File: config.mk
export PLATFORM = sky130hd
export DESIGN_NAME = decoder_scan_n_flat
export DESIGN_NICKNAME = d
export VERILOG_FILES = /design/src/rtl/decoder_scan_n_if.sv /design/src/rtl/decoder_scan_n.sv /design/src/flat_wrapper.sv
export SDC_FILE = /design/constraint.sdc
export NUM_CORES = 1
export LEC_CHECK = 0
export CAP_MARGIN = 20
export CORE_UTILIZATION = 41
export DETAILED_ROUTE_END_ITERATION = 16
export GPL_TIMING_DRIVEN = 0
export PLACE_DENSITY = 0.7
export SKIP_LAST_GASP = 1
export SLEW_MARGIN = 5
export SYNTH_ARGS = -nofsm -noshare
export SYNTH_HDL_FRONTEND = slang
export SYNTH_SLANG_ARGS = --single-unit
export TNS_END_PERCENT = 5
File: constraint.sdc
create_clock -name clk -period 1.8 [get_ports clk]
set_input_delay 0.54 -clock clk [delete_from_list [all_inputs] [get_ports clk]]
set_output_delay 0.54 -clock clk [all_outputs]
set_load 0.005 [all_outputs]
File: src/rtl/decoder_scan_n_if.sv
// decoder_scan_n_if -- bundle of control inputs and registered outputs for
// decoder_scan_n.
//   enable    : 0 forces the block idle with all outputs low
//   mode      : 0 = DECODE, 1 = SCAN
//   sel       : decode index (DECODE) or load index (SCAN)
//   load      : single-cycle pulse loading sel into the scan position
//   dwell     : cycles-per-step minus one while scanning
//   D         : registered one-hot output, D[i] high when idx == i
//   idx       : currently decoded index
//   wrap      : one-cycle pulse when the scan position wraps to 0
//   dbg_state : current FSM state (0 = IDLE, 1 = DECODE, 2 = SCAN)
// Handshake: there is none. Inputs are sampled on every rising clk edge and
// every output is valid on every cycle; no valid/ready pair is involved.
interface decoder_scan_n_if #(
   parameter int N       = 3,
   parameter int DWELL_W = 4
);
   logic                enable;
   logic                mode;
   logic [N-1:0]        sel;
   logic                load;
   logic [DWELL_W-1:0]  dwell;
   logic [(1<<N)-1:0]   D;
   logic [N-1:0]        idx;
   logic                wrap;
   logic [1:0]          dbg_state;

   // slave: the decoder itself
   modport slave (
      input  enable, mode, sel, load, dwell,
      output D, idx, wrap, dbg_state
   );

   // master: whatever drives the decoder
   modport master (
      output enable, mode, sel, load, dwell,
      input  D, idx, wrap, dbg_state
   );
endinterface

File: src/rtl/decoder_scan_n.sv
// decoder_scan_n -- one-hot decoder with an auto-scanning mode.
// Ports:
//   clk   : rising-edge clock
//   reset : asynchronous active-high reset
//   bus   : decoder_scan_n_if slave modport (enable, mode, sel, load, dwell
//           in; D, idx, wrap, dbg_state out)
// In DECODE the output is the one-hot of sel one cycle later. In SCAN an
// internal position steps through 0..2^N-1, holding each value for dwell+1
// cycles. idx doubles as the scan position, so it is held in IDLE and a scan
// entered from DECODE starts at the last decoded index. All outputs come
// straight from registers.
module decoder_scan_n #(
   parameter int N       = 3,
   parameter int DWELL_W = 4
) (
   input  logic             clk,
   input  logic             reset,
   decoder_scan_n_if.slave  bus
);

   localparam int W = 1 << N;

   typedef enum logic [1:0] {
      IDLE   = 2'd0,
      DECODE = 2'd1,
      SCAN   = 2'd2
   } state_t;

   state_t              state_q, state_d;
   logic [W-1:0]        d_q, d_d;
   logic [N-1:0]        idx_q, idx_d;
   logic [DWELL_W-1:0]  cnt_q, cnt_d;
   logic                wrap_q, wrap_d;

   always_comb begin
      if (!bus.enable)
         state_d = IDLE;
      else if (bus.mode)
         state_d = SCAN;
      else
         state_d = DECODE;

      d_d    = d_q;
      idx_d  = idx_q;
      cnt_d  = cnt_q;
      wrap_d = 1'b0;

      case (state_d)
         IDLE: begin
            // position and dwell count are frozen so a later scan resumes
            d_d = '0;
         end
         DECODE: begin
            idx_d = bus.sel;
            cnt_d = '0;
            d_d   = {{(W-1){1'b0}}, 1'b1} << bus.sel;
         end
         SCAN: begin
            if (state_q != SCAN) begin
               // Entry edge: present the held position without stepping, so
               // every step (including the first) lasts dwell+1 cycles.
               idx_d = idx_q;
            end else if (bus.load) begin
               idx_d = bus.sel;
               cnt_d = '0;
            end else if (cnt_q == bus.dwell) begin
               cnt_d  = '0;
               idx_d  = idx_q + 1'b1;
               wrap_d = (idx_q == {N{1'b1}});
            end else begin
               // equality compare only: a dwell lowered below the count is
               // reached after the counter rolls over
               cnt_d = cnt_q + 1'b1;
            end
            d_d = {{(W-1){1'b0}}, 1'b1} << idx_d;
         end
         default: begin
            d_d = '0;
         end
      endcase
   end

   always_ff @(posedge clk or posedge reset) begin
      if (reset) begin
         state_q <= IDLE;
         d_q     <= '0;
         idx_q   <= '0;
         cnt_q   <= '0;
         wrap_q  <= 1'b0;
      end else begin
         state_q <= state_d;
         d_q     <= d_d;
         idx_q   <= idx_d;
         cnt_q   <= cnt_d;
         wrap_q  <= wrap_d;
      end
   end

   assign bus.D         = d_q;
   assign bus.idx       = idx_q;
   assign bus.wrap      = wrap_q;
   assign bus.dbg_state = state_q;

endmodule

File: src/flat_wrapper.sv
// flat-port wrapper written by rule: the top's interface ports become plain ports
module decoder_scan_n_flat 
#(
   parameter int N       = 3,
   parameter int DWELL_W = 4
)
  (clk, reset, bus_enable, bus_mode, bus_sel, bus_load, bus_dwell, bus_D, bus_idx, bus_wrap, bus_dbg_state);
  decoder_scan_n_if #(.N(N), .DWELL_W(DWELL_W)) bus_i ();
  input  logic clk;
  input  logic reset;
  input wire logic [$bits(bus_i.enable)-1:0] bus_enable;
  input wire logic [$bits(bus_i.mode)-1:0] bus_mode;
  input wire logic [$bits(bus_i.sel)-1:0] bus_sel;
  input wire logic [$bits(bus_i.load)-1:0] bus_load;
  input wire logic [$bits(bus_i.dwell)-1:0] bus_dwell;
  output wire logic [$bits(bus_i.D)-1:0] bus_D;
  output wire logic [$bits(bus_i.idx)-1:0] bus_idx;
  output wire logic [$bits(bus_i.wrap)-1:0] bus_wrap;
  output wire logic [$bits(bus_i.dbg_state)-1:0] bus_dbg_state;
  assign bus_i.enable = bus_enable;
  assign bus_i.mode = bus_mode;
  assign bus_i.sel = bus_sel;
  assign bus_i.load = bus_load;
  assign bus_i.dwell = bus_dwell;
  assign bus_D = bus_i.D;
  assign bus_idx = bus_i.idx;
  assign bus_wrap = bus_i.wrap;
  assign bus_dbg_state = bus_i.dbg_state;
  decoder_scan_n #(.N(N), .DWELL_W(DWELL_W)) u_core (.clk(clk), .reset(reset), .bus(bus_i));
endmodule
==> metrics.md <==
| Metric | Value |
|---|---|
| Int Power | `677 µW` |
| Buffers on Ports | `24` |
| Vias | `726` |
| Initial antenna violation count | `0` |
| CTS tree | `built` |
| Post-synth EDFFs | `0` |
| Failing checks | `setup timing` |
| CP max stage cell | `clkdlybuf4s50_1` |
| Starting Density | `44.7%` |
| Net Sw Frac | `26.9%` |
| Setup Skew | `4.26 ps` |
| Num rows | `16` |
| Multiplexer share of the synthesized area | `5.82%` |
| Starting DRC count in detailed routing | `16` |
| Layout area overhead | `48.1%` |
| Ys async rst share | `100%` |
| Reg clk slew, reported paths | `100 ps` |
| Top FF cell, synth | `dfrtp_1` |
| Clock share of power | `27.2%` |
| Post-synth cell types | `31` |
| Vias in the first global route | `713` |
| DIE HEIGHT | `48.9 µm` |
| Cts bufs inserted | `3` |
| Final instance area | `1340 µm²` |
| Final GP Congestion | `0.810` |
| Setup CP Type | `register to primary output` |
| Max Freq | `536 MHz` |
| Clock sinks | `18` |
| DP Wirelength | `1.22 mm` |
| Critical path cell sequence | `buf_6 > clkdlybuf4s50_1` |
| Yosys warns | `0` |
| H-tree levels | `1` |
| Crit end category | `primary output` |
| Final min period | `1870 ps` |
| PwrDens | `693 nW/µm²` |
| Largest family of logic cells by synthesized area | `simple AND/OR/NAND/NOR gates` |
| # IOs | `26` |
| Status | `finished with violations` |
| Post-synthesis compound-gate area fraction | `8.59%` |
| Antenna Violating Nets Remaining | `0` |
| Worst-Skew Late Latency | `290 ps` |
| Final period util | `104%` |
| Worst Hold Class | `primary input to register` |
| Core ar. | `2020 µm²` |
| Post-CTS Hold Fix Bufs | `0` |
| Placed Area | `1190 µm²` |
| VDD IR max | `0.000392 V` |
| Post-route DRC | `0` |
| Fin nets | `134` |
| DIE AREA | `2400 µm²` |
| Final wirelength | `1.91 mm` |
| Grt total ovfl | `0` |
| Post-synthesis cell count | `86` |
| GR Util All Layers | `18.9%` |
| Fin. max-slew vios | `0` |
| Worst Tran Pin Value | `649 ps` |
| Final setup fails | `9` |
| Maximum buffer depth of the clock tree | `2` |
| Filler cell count | `158` |
| CP Data Required Time | `1260 ps` |
| Crit path arrival time | `1330 ps` |
| Crit path max fanout | `5` |
| RSZ-0062 raised after global routing | `true` |
| Post-Synth XOR/XNOR Area | `3.88%` |
| Wirelength per Cell | `13.2 µm` |
| Largest net degree at the start of global routing | `19` |
| Net count after synthesis | `101` |
| Mapped Area | `903 µm²` |
| Sequential power share | `48.6%` |
| Final worst setup slack | `-66.4 ps` |
| Setup Total Neg Slack | `-352 ps` |
| Combinational share of power | `24.1%` |
| Number of vias per cell | `5.01` |
| Diodes inserted | `0` |
| Die width | `48.9 µm` |
| First-pass GRT wire length | `3.37 mm` |
| Syn avg cell area | `10.5 µm²` |
| P_leak | `0.000604 µW` |
| Seq/Total Area, Yosys | `49.9%` |
| Crit path launch type | `register` |
| DR pass1 iterations | `4` |
| Synth Area in Adders | `4.16%` |
| Slew headroom | `56.7%` |
| Root Driver | `clkbuf_4` |
| P_sw | `250 µW` |
| Largest stage delay on the critical path | `490 ps` |
| Simple-gate share of the synthesized area | `24.0%` |
| Layout cells sized above 1 | `23.7%` |
| Final-report hold violation count | `0` |
| Max-Cap Viols | `0` |
| Post-synthesis register bit count | `18` |
[worst max-delay path, delay by kind of cell, from the launching register on]
kind     cells  cell delay (ps)
buf+inv      2              620
flops        1              420
[worst paths after layout]
check / cells past startpoint / startpoint / to / slack [ps]
max in group asynchronous: 2 / reset / u_core.bus.idx[0]$_DFFE_PP0P_ / 720
setup reg to reg: 6 / u_core.bus.idx[1]$_DFFE_PP0P_ / u_core.bus.D[1]$_DFF_PP0_ / -60
hold reg to reg: 1 / u_core.cnt_q[2]$_DFFE_PP0P_ / u_core.cnt_q[2]$_DFFE_PP0P_ / 540
min in group asynchronous: 2 / reset / u_core.bus.idx[2]$_DFFE_PP0P_ / 630
setup / recovery: 2 / u_core.bus.idx[0]$_DFFE_PP0P_ / bus_idx[0] / -70
hold / removal: 2 / bus_enable / u_core.bus.idx[0]$_DFFE_PP0P_ / 540
[power by group through the flow]
stage | Combinational, µW | Sequential, µW | Clock, µW
floorplan | 87.5 | 454 | 0
global placement | 174 | 454 | 0
detailed placement | 175 | 455 | 0
CTS | 217 | 447 | 252
global route | 251 | 454 | 275
finish | 224 | 451 | 252
[sequential cells by signal (all words and copies together) (netlist names)]
signal / cells
u_core.bus.D: 8
u_core.bus.wrap: 1
u_core.cnt_q: 4
u_core.bus.dbg_state: 2
u_core.bus.idx: 3
[kinds of logic after synthesis]
| group | count (synthesis) |
|---|---|
| and+or+nand+nor | 37 |
| DFF | 18 |
| AOI/OAI and AO/OA | 11 |
| buffers and inverters | 8 |
| muxes | 5 |
| xor gates and xnor gates | 4 |
| adders and majority gates | 3 |
[repair_timing]
action / CTS / global route
pin swaps: 10 / 4
setup buffers: 4 / 0
endpoints found under the setup margin: 14 / 16
gates resized for setup: 18 / 3
[through the flow]
step                worst slack [ps]  instances  hold WS (ps)  total power (µW)  utilization [%]
global route                    -132        145           544               980             66.2
CTS                             -110        145           537               916             65.7
detailed placement              -633        137           522               630             59.0
floorplan                      -1.47         86           479               542                -
finish                         -66.4        145           537               926             66.2
global placement                -591        137           505               628             59.0
[placed cells by master, fill, tap and decap left out, types with 3 or more instances in the layout]
master and count:
clkdlybuf4s50_1 18, dfrtp_1 16, inv_1 7, nor3_1 6, nand2_1 5, dlygate4sd2_1 5
xnor2_1 4, buf_4 3, nand3_1 3, nor2_1 3, mux2i_1 3, a21oi_1 3
clkbuf_4 3
[per-layer routing]
layer	vias to the layer above	global-route usage (%)	part of all wire (%)
met2	18	30.3	49
met3	2	3.12	3.5
met4	0	7.35	0.68
met5	-	0	0
met1	337	25.5	47
li1	369	-	-
[synthesized netlist by cell type, types with 2 or more instances]
cell      count  share of area (%)
nand3_1       3                1.7
or3_1         3                2.1
nor2b_1       2                1.4
inv_1         7                2.9
nor2_1        3                1.2
mux2_2        2                2.5
and3_1        4                2.8
nand2_1       5                2.1
mux2i_1       3                3.3
dfrtp_1      18                 50
nand2b_1      2                1.4
a21oi_1       3                1.7
xnor2_1       4                3.9
nor3_1        8                4.4
ha_1          3                4.2
[layout make-up]
class	count	area [µm²]	share of cell area, %
multi-input cells	60	507	37.9
flip-flops and latches	18	453	33.9
repair buffers	28	274	20.5
clock buffers	4	36.3	2.71
well taps	27	33.8	2.53
inverters	7	26.3	1.96
plain buffers	1	7.51	0.561
Power figures use the tool's default switching activity.
